--- src/rtl/bus_invert_decoder_if.sv ---
// Handshake bundle for the bus-invert receive decoder: upstream encoded-word
// channel plus downstream decoded-word channel.
interface bus_invert_decoder_if #(
  parameter int W = 4
);
  logic         in_valid;
  logic         in_ready;
  logic [W-1:0] in_data;
  logic         in_inv;
  logic         out_valid;
  logic         out_ready;
  logic [W-1:0] out_data;

  modport master (
    output in_valid, in_data, in_inv, out_ready,
    input  in_ready, out_valid, out_data
  );

  modport slave (
    input  in_valid, in_data, in_inv, out_ready,
    output in_ready, out_valid, out_data
  );
endinterface

--- src/rtl/bus_invert_decoder.sv ---
// Bus-invert link receiver: restores the true word, queues it in a small FIFO
// and keeps a saturating count of words that arrived complemented.
module bus_invert_decoder #(
  parameter int W     = 4,
  parameter int DEPTH = 2,
  parameter int CNT_W = 8
) (
  input  logic                 clk,
  input  logic                 rst,
  bus_invert_decoder_if.slave  bus,
  input  logic                 cnt_clr,
  output logic [CNT_W-1:0]     inv_count
);
  localparam int AW = $clog2(DEPTH);
  localparam int OW = AW + 1;
  localparam logic [OW-1:0]    OCC_FULL = OW'(DEPTH);
  localparam logic [CNT_W-1:0] CNT_MAX  = '1;

  function automatic logic [W-1:0] decode(input logic [W-1:0] d, input logic inv);
    return d ^ {W{inv}};
  endfunction

  function automatic logic [CNT_W-1:0] sat_inc(input logic [CNT_W-1:0] c);
    return (c == CNT_MAX) ? c : c + CNT_W'(1);
  endfunction

  logic [W-1:0]     mem_q [DEPTH];
  logic [W-1:0]     mem_d [DEPTH];
  logic [AW-1:0]    wr_ptr_q, wr_ptr_d;
  logic [AW-1:0]    rd_ptr_q, rd_ptr_d;
  logic [OW-1:0]    occ_q, occ_d;
  logic [CNT_W-1:0] cnt_q, cnt_d;
  logic             in_ready, out_valid, push, pop;

  // Ready/valid come from stored occupancy only, so a full FIFO refuses a
  // word even when the head is being popped in the same cycle.
  always_comb begin
    in_ready  = (occ_q != OCC_FULL);
    out_valid = (occ_q != '0);
    push      = bus.in_valid && in_ready;
    pop       = out_valid && bus.out_ready;

    mem_d    = mem_q;
    wr_ptr_d = wr_ptr_q;
    rd_ptr_d = rd_ptr_q;
    occ_d    = occ_q;
    cnt_d    = cnt_q;

    if (push) begin
      mem_d[wr_ptr_q] = decode(bus.in_data, bus.in_inv);
      wr_ptr_d        = wr_ptr_q + AW'(1);
    end
    if (pop) begin
      rd_ptr_d = rd_ptr_q + AW'(1);
    end

    case ({push, pop})
      2'b10:   occ_d = occ_q + OW'(1);
      2'b01:   occ_d = occ_q - OW'(1);
      default: occ_d = occ_q;
    endcase

    if (cnt_clr) begin
      cnt_d = '0;
    end else if (push && bus.in_inv) begin
      cnt_d = sat_inc(cnt_q);
    end
  end

  always_ff @(posedge clk) begin
    if (rst) begin
      for (int i = 0; i < DEPTH; i++) begin
        mem_q[i] <= '0;
      end
      wr_ptr_q <= '0;
      rd_ptr_q <= '0;
      occ_q    <= '0;
      cnt_q    <= '0;
    end else begin
      for (int i = 0; i < DEPTH; i++) begin
        mem_q[i] <= mem_d[i];
      end
      wr_ptr_q <= wr_ptr_d;
      rd_ptr_q <= rd_ptr_d;
      occ_q    <= occ_d;
      cnt_q    <= cnt_d;
    end
  end

  assign bus.in_ready  = in_ready;
  assign bus.out_valid = out_valid;
  assign bus.out_data  = mem_q[rd_ptr_q];
  assign inv_count     = cnt_q;
endmodule
--- src/flat_wrapper.sv ---
// flat-port wrapper written by rule: the top's interface ports become plain ports
module bus_invert_decoder_flat 
#(
  parameter int W     = 4,
  parameter int DEPTH = 2,
  parameter int CNT_W = 8
)
  (clk, rst, cnt_clr, inv_count, bus_in_valid, bus_in_data, bus_in_inv, bus_out_ready, bus_in_ready, bus_out_valid, bus_out_data);
  bus_invert_decoder_if #(.W(W)) bus_i ();
  input  logic clk;
  input  logic rst;
  input  logic cnt_clr;
  output logic [CNT_W-1:0] inv_count;
  input wire logic [$bits(bus_i.in_valid)-1:0] bus_in_valid;
  input wire logic [$bits(bus_i.in_data)-1:0] bus_in_data;
  input wire logic [$bits(bus_i.in_inv)-1:0] bus_in_inv;
  input wire logic [$bits(bus_i.out_ready)-1:0] bus_out_ready;
  output wire logic [$bits(bus_i.in_ready)-1:0] bus_in_ready;
  output wire logic [$bits(bus_i.out_valid)-1:0] bus_out_valid;
  output wire logic [$bits(bus_i.out_data)-1:0] bus_out_data;
  assign bus_i.in_valid = bus_in_valid;
  assign bus_i.in_data = bus_in_data;
  assign bus_i.in_inv = bus_in_inv;
  assign bus_i.out_ready = bus_out_ready;
  assign bus_in_ready = bus_i.in_ready;
  assign bus_out_valid = bus_i.out_valid;
  assign bus_out_data = bus_i.out_data;
  bus_invert_decoder #(.W(W), .DEPTH(DEPTH), .CNT_W(CNT_W)) u_core (.clk(clk), .rst(rst), .bus(bus_i), .cnt_clr(cnt_clr), .inv_count(inv_count));
endmodule
--- config.mk ---
export PLATFORM = sky130hd
export DESIGN_NAME = bus_invert_decoder_flat
export DESIGN_NICKNAME = d
export VERILOG_FILES = /design/src/rtl/bus_invert_decoder_if.sv /design/src/rtl/bus_invert_decoder.sv /design/src/flat_wrapper.sv
export SDC_FILE = /design/constraint.sdc
export NUM_CORES = 1
export LEC_CHECK = 0
export CORE_MARGIN = 2
export CORE_UTILIZATION = 44
export DETAILED_ROUTE_END_ITERATION = 16
export PLACE_DENSITY_LB_ADDON = 0.25
export SYNTH_ARGS = -nofsm -noshare
export SYNTH_HDL_FRONTEND = slang
export SYNTH_SLANG_ARGS = --single-unit
--- constraint.sdc ---
create_clock -name clk -period 2.3 [get_ports clk]
set_input_delay 0.23 -clock clk [delete_from_list [all_inputs] [get_ports clk]]
set_output_delay 0.23 -clock clk [all_outputs]
set_load 0.005 [all_outputs]
==> results_dict.tcl, run 1 <==
set metrics [dict create \
    yosysSeqAreaShare_pct 40.1 \
    reg2reg_to "u_core.inv_count[3]" \
    status "completed" \
    synth_edf_count 0 \
    reg2reg_depth 5 \
    synth_area_leaders "dfxtp_1, mux2_2, nor2_1, mux2i_1, o21ai_0" \
    post_synth_num_cell_types 35 \
    finalPower_uw 996 \
    io_pins 24 \
    final_nets 152 \
    yosysTopAreaCell "dfxtp_1" \
    r2r_start "u_core.inv_count[0]" \
    final_hold_viol_count 0 \
    antenna_found_initial 0 \
    coreArea_um2 2170 \
    grt_overflow 0 \
    synth_nets 125 \
    drt-initial-drc-count 15 \
    synthCells 113 \
    holdCritPathClass "flip-flop to flip-flop" \
    clock_path_buffers 2 \
    die_x_um 51.7 \
    ir_drop_mv 0.618 \
    r2r_slack_ns 0.53 \
    fmax_mhz 542 \
    crit_fanout 5 \
    final-max-slew-violation-count 0 \
    ys_top_cells_by_count "dfxtp_1, nor2_1, nand2_1, o21ai_0" \
    clockRootBuffer "clkbuf_4" \
    io_buffers 23 \
    vias 893 \
    end_kind "output port" \
    viasPerCell 5.35 \
    drv_cap 0 \
    cts_hold_buf 0 \
    clk_pin_slew_ns 0.12 \
    min_period_ns 1.85 \
    drt-total-wl_um 2080 \
    initial_core_util_pct 46.1 \
    num_rows 17 \
    n_fill_cell 211 \
    area_delta_synth_final_pct 30.0 \
    setup_tns_ns 0 \
    clock-skew-final_ns 0.00272 \
    cp.required_ns 2.07 \
    synth_most_common_cell "dfxtp_1" \
    fp.dieArea_um2 2670 \
    hold_start "u_core.mem_q[5]" \
    diodes 0 \
    relSlewSlack_pct 59.9 \
    drive_gt1_share_pct 12.2 \
    first_pass_iters 4 \
    ys_ff_latch 20 \
    synth_ff_type "dfxtp_1" \
    rsz0062_at_grt "false" \
    layoutNonFillerInstCount 167 \
    post_cts_buffers 0 \
    worstHoldPathCells 2 \
    arrival_ns 1.62 \
    pre_cts_ws_ns 0.323 \
    syn_avg_cell_area_um2 8.85 \
    finalCritPeriodShare_pct 80.2 \
    detail-route-antenna-nets 0 \
    netlist_area_um2 1000 \
    dp_hpwl_um 1600 \
    cts_tree "built" \
    holdWs_ns 0.493 \
    cts_made_buffers 3 \
    synth-async-reset-ratio_pct 0 \
    place_inst 163 \
    grt_pass1_vias 805 \
    grt_start_max_net_pins 13 \
    worst_slack_ns 0.455 \
    wl_per_cell_um 12.5 \
    htree_num_levels 1 \
    hold-path-endpoint "u_core.mem_q[5]" \
    cts_sinks 20 \
    setup_viol 0 \
    cp-start-kind "flip-flop" \
    yosys_warnings 0 \
    p_per_area_nw_per_um2 766 \
    die-height_um 51.7 \
    grt_pass1_wl_um 3440 \
    track_usage_pct 16.9 \
    drc_errors 0 \
    ctsResizeCount 0 \
    critPathKind "flip-flop to output port" \
    synth.top_cell.area_share_pct 40.1 \
    power_leakage_uw 0.000500 \
    tightestPinTransition_ns 0.597 \
    place_congestion 0.810 \
    clk_latency_ns 0.30 \
]
-- worst max-delay path by stage --
stage | start | to | slack (ns) | cells after the start
after floorplan | u_core.inv_count[0] | u_core.inv_count[3] | 0.61 | 6
after global placement | bus_in_valid | u_core.occ_q[1] | 0.38 | 7
after detailed placement | bus_in_valid | u_core.occ_q[1] | 0.32 | 7
after CTS | u_core.rd_ptr_q | bus_out_data[3] | 0.44 | 2
after global routing | u_core.occ_q[1] | bus_in_ready | 0.37 | 3
final | u_core.occ_q[1] | bus_in_ready | 0.45 | 3
-- cells by family (layout without fill, tap and decap cells) --
kind of cell	count (synthesis)	in the layout	share of synthesized area (%)
buffers and inverters	9	35	4.26
and+or+nand+nor	42	42	22.5
muxes	8	8	8.51
xor gates and xnor gates	8	8	7.01
DFF	20	20	40.0
AOI/OAI and AO/OA	24	24	15.1
adders and majority gates	2	2	2.50
-- worst max-delay path, stage by stage (launching register included) --
cell and delay, ns:
dfxtp_1 0.37, nor2b_1 0.35, inv_2 0.11, clkdlybuf4s50_1 0.47
-- power by group --
group | total (uW) | internal [uW] | leakage [uW] | switching [uW]
logic | 339 | 193 | 0.000316 | 146
registers | 449 | 396 | 0.000163 | 53.2
clock network | 208 | 96.6 | 0.0000210 | 111
total | 996 | 685 | 0.000500 | 310
-- metal layers --
metal	GRT usage, %	part of all wire (%)	up-vias
met5	0	0	-
met4	6.58	1.2	0
met3	2.30	4.8	4
met2	27.6	46	26
met1	22.5	48	409
li1	-	-	454
-- metrics by stage --
stage / util (%) / area (um2)
6_report: 59.9 / 1300
5_1_grt: 59.9 / 1300
4_1_cts: 59.9 / 1300
3_5_place_dp: 58.2 / 1260
3_3_place_gp: 58.2 / 1260
2_1_floorplan: - / 1000
-- registers in the layout, indices dropped and copies added, names as in the netlist --
name              cells
u_core.inv_count      8
u_core.mem_q          8
u_core.occ_q          2
u_core.rd_ptr_q       1
u_core.wr_ptr_q       1
-- area by class of cell --
type                            instances  area [um2]  area share [%]
Inverter                                5        18.8            1.44
Multi-Input combinational cell         84         557            42.8
Tap cell                               28        35.0            2.69
Clock buffer                            4        36.3            2.79
Timing Repair Buffer                   26         253            19.4
Sequential cell                        20         400            30.8
-- cell usage in the layout (no fill, tap or decap), drive strengths merged --
master	n
clkdlybuf4s50	23
ha	2
nor4	1
and2	1
a21boi	4
nand2	7
or3	2
dfxtp	20
o31ai	2
xnor2	4
and3	4
o21ai	8
inv	5
a31oi	1
clkbuf	4
a41o	1
nand3	6
a311oi	1
or4	2
a21oi	5
nor2b	1
or2	1
nor3	4
a211oi	1
mux2	4
mux2i	4
nand4	2
buf	3
nor2	11
xor2	4
a21o	1
Note: power is estimated with default switching activity, not from simulation.
==> inputs of run 2 (changes only) <==
--- a/config.mk
+++ b/config.mk
@@ -6,7 +6,7 @@
 export NUM_CORES = 1
 export LEC_CHECK = 0
 export CORE_MARGIN = 2
-export CORE_UTILIZATION = 44
+export CORE_UTILIZATION = 43
 export DETAILED_ROUTE_END_ITERATION = 16
 export PLACE_DENSITY_LB_ADDON = 0.25
 export SYNTH_ARGS = -nofsm -noshare
==> constraint.sdc (replaced) <==
create_clock -name clk -period 1.58 [get_ports clk]
set_input_delay 0.158 -clock clk [delete_from_list [all_inputs] [get_ports clk]]
set_output_delay 0.158 -clock clk [all_outputs]
set_load 0.005 [all_outputs]
==> results_dict.tcl, run 2 (synthesis results as in run 1) <==
set metrics [dict create \
    p_clk_share_pct 21.5 \
    dp_hpwl_um 1820 \
    detail-route-antenna-nets 0 \
    initial_core_util_pct 45.2 \
    cts_sinks 20 \
    p_sw_share_pct 30.8 \
    crit_fanout 4 \
    cellInternalPower_uw 1180 \
    cp.required_ns 1.83 \
    htree_num_levels 1 \
    drv_cap 0 \
    final_core_utilization_pct 67.3 \
    grt_start_max_net_pins 13 \
    wl_per_cell_um 14.3 \
    drive_gt1_share_pct 29.4 \
    clk_pin_slew_ns 0.13 \
    drt-initial-drc-count 15 \
    crit_slowest_cell "dfxtp_2" \
    r2r_start "u_core.occ_q[1]" \
    path_buf_inv 0 \
    final-max-slew-violation-count 0 \
    clock-skew-final_ns 0.00819 \
    hold_start "u_core.mem_q[5]" \
    min_period_ns 1.59 \
    n_fill_cell 182 \
    area_delta_synth_final_pct 48.9 \
    power.switching_uw 522 \
    path_delay_family "simple AND/OR/NAND/NOR gates" \
    setup_tns_ns -0.00726 \
    antenna_found_initial 0 \
    comb_power_share_pct 39.9 \
    ir_drop_mv 0.897 \
    cts_made_buffers 3 \
    viasPerCell 5.29 \
    clk_latency_ns 0.31 \
    place_inst 172 \
    p_per_area_nw_per_um2 1140 \
    diodes 0 \
    drt-total-wl_um 2580 \
    layout_common_cells "clkdlybuf4s50_1, buf_4, dfxtp_1" \
    setup_viol 1 \
    grt_pass1_wl_um 4490 \
    worst_slack_ns -0.00726 \
    final_nets 166 \
    io_buffers 23 \
    status "finished, violations left" \
    fp.dieArea_um2 2730 \
    io_pins 24 \
    grt_pass1_vias 948 \
    end_kind "flip-flop" \
    path_cells "or2_4 > and2_4 > ha_4 > xnor2_1 > or3_1 > a21oi_1" \
    power_leakage_uw 0.000591 \
    arrival_ns 1.84 \
    critPathKind "flip-flop to flip-flop" \
    coreArea_um2 2210 \
    cpPeakStageDelay_ns 0.36 \
    finalPower_uw 1700 \
    layoutNonFillerInstCount 181 \
    routed.top_layer "met4" \
    clockRootBuffer "clkbuf_4" \
    clock_path_buffers 2 \
    fmax_mhz 630 \
    vias 957 \
    cts_tree "built" \
    p_seq_share_pct 38.6 \
    place_congestion 0.746 \
    track_usage_pct 22.6 \
    wl_met2_um 1270 \
    pre_cts_ws_ns -0.109 \
    final_hold_viol_count 0 \
    die_x_um 52.2 \
    first_pass_iters 4 \
    num_rows 17 \
    finalCritPeriodShare_pct 100 \
    dr_wl_met3_um 132 \
    violations "setup timing" \
    tightestPinTransition_ns 0.465 \
    grt_overflow 0 \
    drc_errors 0 \
    cp-startpoint "u_core.occ_q[1]" \
    die-height_um 52.2 \
    holdCritPathClass "flip-flop to flip-flop" \
    relSlewSlack_pct 68.9 \
    wirelength_met1_um 1160 \
    rsz0062_at_grt "true" \
    cp-start-kind "flip-flop" \
]
[run 2: power by group through the flow]
stage	registers [uW]	clock network (uW)	logic [uW]
6_report	656	365	677
5_1_grt	668	395	756
4_1_cts	650	373	651
3_5_place_dp	657	0	604
3_3_place_gp	654	0	585
2_1_floorplan	632	0	353
[run 2: final cells by class]
cell class | count | area [um2] | area share, %
well taps | 28 | 35.0 | 2.35
repair buffers | 40 | 357 | 23.9
inverters | 5 | 18.8 | 1.26
multi-input cells | 84 | 618 | 41.5
flip-flops and latches | 20 | 413 | 27.7
clock buffers | 4 | 47.5 | 3.19
[run 2: final timing paths]
check                                  endpoint  slack [ns]  depth (start not counted)
worst max register to register  u_core.occ_q[1]      -0.007                          6
worst min-delay path            u_core.mem_q[5]        0.49                          2
worst min register to register  u_core.mem_q[5]        0.49                          2
worst max-delay path            u_core.occ_q[1]      -0.007                          6
[run 2: what timing repair did]
item	CTS	global route
endpoints found under the setup margin	7	6
pin swaps	1	4
hold endpoints to repair	0	0
hold buffers	0	0
setup buffers	4	1
resized for setup	9	8
[run 2: routing by layer]
layer	GRT usage, %	up-vias
li1	-	480
met1	28.3	448
met2	38.2	27
met3	6.57	2
met4	5.13	0
met5	0	-
[run 2: metrics by stage]
step	cell area, um2	hold slack (ns)
floorplan	1050	0.230
global placement	1380	0.460
detailed placement	1380	0.466
CTS	1460	0.485
global route	1490	0.525
finish	1490	0.488
[run 2: worst register-to-register path, cell delays in order (launching register included)]
cell and delay, ns:
dfxtp_2 0.36, or2_4 0.25, and2_4 0.15, ha_4 0.15, xnor2_1 0.14, or3_1 0.36, a21oi_1 0.12
==> inputs of run 3 (changes only) <==
--- a/config.mk
+++ b/config.mk
@@ -6,8 +6,9 @@
 export NUM_CORES = 1
 export LEC_CHECK = 0
 export CORE_MARGIN = 2
-export CORE_UTILIZATION = 43
+export CORE_UTILIZATION = 44
 export DETAILED_ROUTE_END_ITERATION = 16
+export DONT_BUFFER_PORTS = 1
 export PLACE_DENSITY_LB_ADDON = 0.25
 export SYNTH_ARGS = -nofsm -noshare
 export SYNTH_HDL_FRONTEND = slang
==> results_dict.tcl, run 3 (synthesis results as in run 1) <==
set metrics [dict create \
    path_buf_inv 0 \
    end_kind "flip-flop" \
    critPathKind "flip-flop to flip-flop" \
    rsz0062_at_grt "true" \
    layout_commonest_cell "dfxtp_1" \
    tightestPinTransition_ns 0.569 \
    status "finished, violations left" \
    cpPeakStageDelay_ns 0.38 \
    r2r_slack_ns -0.06 \
    drv_cap 0 \
    cts_made_buffers 3 \
    die-height_um 51.7 \
    setup_viol 1 \
    grt_overflow 0 \
    clk_pin_slew_ns 0.11 \
    grt_pass1_vias 837 \
    clockRootBuffer "clkbuf_4" \
    first_pass_iters 4 \
    post_dp_cell_area_um2 1100 \
    wl_per_cell_um 14.5 \
    vias 839 \
    min_period_ns 1.64 \
    violations "setup timing" \
    drt-total-wl_um 2170 \
    relSlewSlack_pct 62.0 \
    stdcell_area_um2 1190 \
    reg2reg_to "u_core.occ_q[1]" \
    layout_common_cells "dfxtp_1, nor2_1, buf_4" \
    cts_tree "built" \
    ir_drop_mv 0.789 \
    drc_errors 0 \
    r2r_start "u_core.occ_q[0]" \
    worstHoldPathCells 3 \
    path_cells "or2_4 > and2_4 > ha_4 > xnor2_4 > or3_4 > a21oi_2" \
    final_nets 135 \
    drive_gt1_share_pct 28.7 \
    cp-start-kind "flip-flop" \
    power_leakage_uw 0.000443 \
    coreArea_um2 2170 \
    viasPerCell 5.59 \
    detail-route-antenna-nets 0 \
    p_sw_share_pct 32.2 \
    initial_core_util_pct 46.1 \
    crit_fanout 4 \
    htree_num_levels 1 \
    grt_pass1_wl_um 3660 \
    clock-skew-final_ns 0.00406 \
    io_pins 24 \
    hold-path-endpoint "u_core.mem_q[6]" \
    grt_start_max_net_pins 13 \
    clk_latency_ns 0.29 \
    area_delta_synth_final_pct 19.5 \
    cts_sinks 20 \
    crit_slowest_cell "dfxtp_4" \
    io_buffers 0 \
    fmax_mhz 611 \
    worst_slack_ns -0.0561 \
    p_seq_share_pct 44.6 \
    cp.required_ns 1.81 \
    final_hold_viol_count 0 \
    diodes 0 \
    path_delay_family "simple AND/OR/NAND/NOR gates" \
    finalCritPeriodShare_pct 104 \
    p_per_area_nw_per_um2 1260 \
    power.switching_uw 485 \
    hold_start "bus_in_data[2]" \
    fp.dieArea_um2 2670 \
    drt-initial-drc-count 8 \
    dp_hpwl_um 1600 \
    holdCritPathClass "input port to flip-flop" \
    antenna_found_initial 0 \
    arrival_ns 1.86 \
    cellInternalPower_uw 1020 \
    clock_path_buffers 2 \
    reg2reg_depth 6 \
    p_clk_share_pct 16.3 \
    place_congestion 0.781 \
    track_usage_pct 18.4 \
    die_x_um 51.7 \
    comb_power_share_pct 39.1 \
    holdWs_ns 0.0724 \
    num_rows 17 \
    final-max-slew-violation-count 0 \
]
run 3: power groups by stage:
stage                     combinational [uW]  clock (uW)  sequential, uW
after floorplan                          353           0             632
after global placement                   442           0             658
after detailed placement                 458           0             665
after CTS                                489         258             662
after global routing                     650         281             682
final                                    588         245             670
run 3: repair_timing:
action,4_1_cts,5_1_grt
endpoints found under the hold margin,12,0
resized for setup,3,6
gates cloned,0,0
setup endpoints to repair,1,3
buffers inserted,1,1
pin swaps,2,4
hold buffers,1,0
run 3: final cells by class:
cell class / count / area [um2]
Sequential cell: 20 / 410
Timing Repair Buffer: 9 / 70.1
Multi-Input combinational cell: 84 / 634
Clock buffer: 4 / 26.3
Tap cell: 28 / 35.0
Fill cell: 213 / 975
Inverter: 5 / 18.8
run 3: through the flow:
stage                      TNS, ns  instances  setup slack, ns  power [uW]  utilization, %
after floorplan                  0        113           0.0349         985               -
after global placement           0        143           0.0374        1100            50.9
after detailed placement  -0.00328        143         -0.00328        1120            50.9
after CTS                        0        149          0.00179        1410            53.3
after global routing        -0.139        150           -0.108        1610            55.1
final                      -0.0561        150          -0.0561        1500            55.1
run 3: tightest hold or removal path, delay by kind of cell:
family,cells,cell delay [ns]
xor+xnor,1,0.05
compound gates,1,0.05
simple gates,1,0.06
run 3: layer usage:
| layer | global-route usage [%] | part of all wire [%] | wire, um | vias to the layer above |
|---|---|---|---|---|
| met5 | 0 | 0 | 0 | - |
| met4 | 8.77 | 0.64 | 14 | 0 |
| met3 | 3.16 | 5.0 | 109 | 2 |
| met2 | 31.8 | 52 | 1120 | 17 |
| met1 | 21.9 | 42 | 922 | 394 |
| li1 | - | - | - | 426 |
run 3: worst max path at each step:
stage	start	to	slack [ns]	depth (start not counted)
floorplan	u_core.occ_q[0]	u_core.occ_q[1]	0.03	6
global placement	u_core.occ_q[0]	u_core.occ_q[1]	0.04	6
detailed placement	u_core.occ_q[0]	u_core.occ_q[1]	-0.003	6
CTS	u_core.occ_q[0]	u_core.occ_q[1]	0.002	6
global route	u_core.occ_q[0]	u_core.occ_q[1]	-0.11	6
finish	u_core.occ_q[0]	u_core.occ_q[1]	-0.06	6
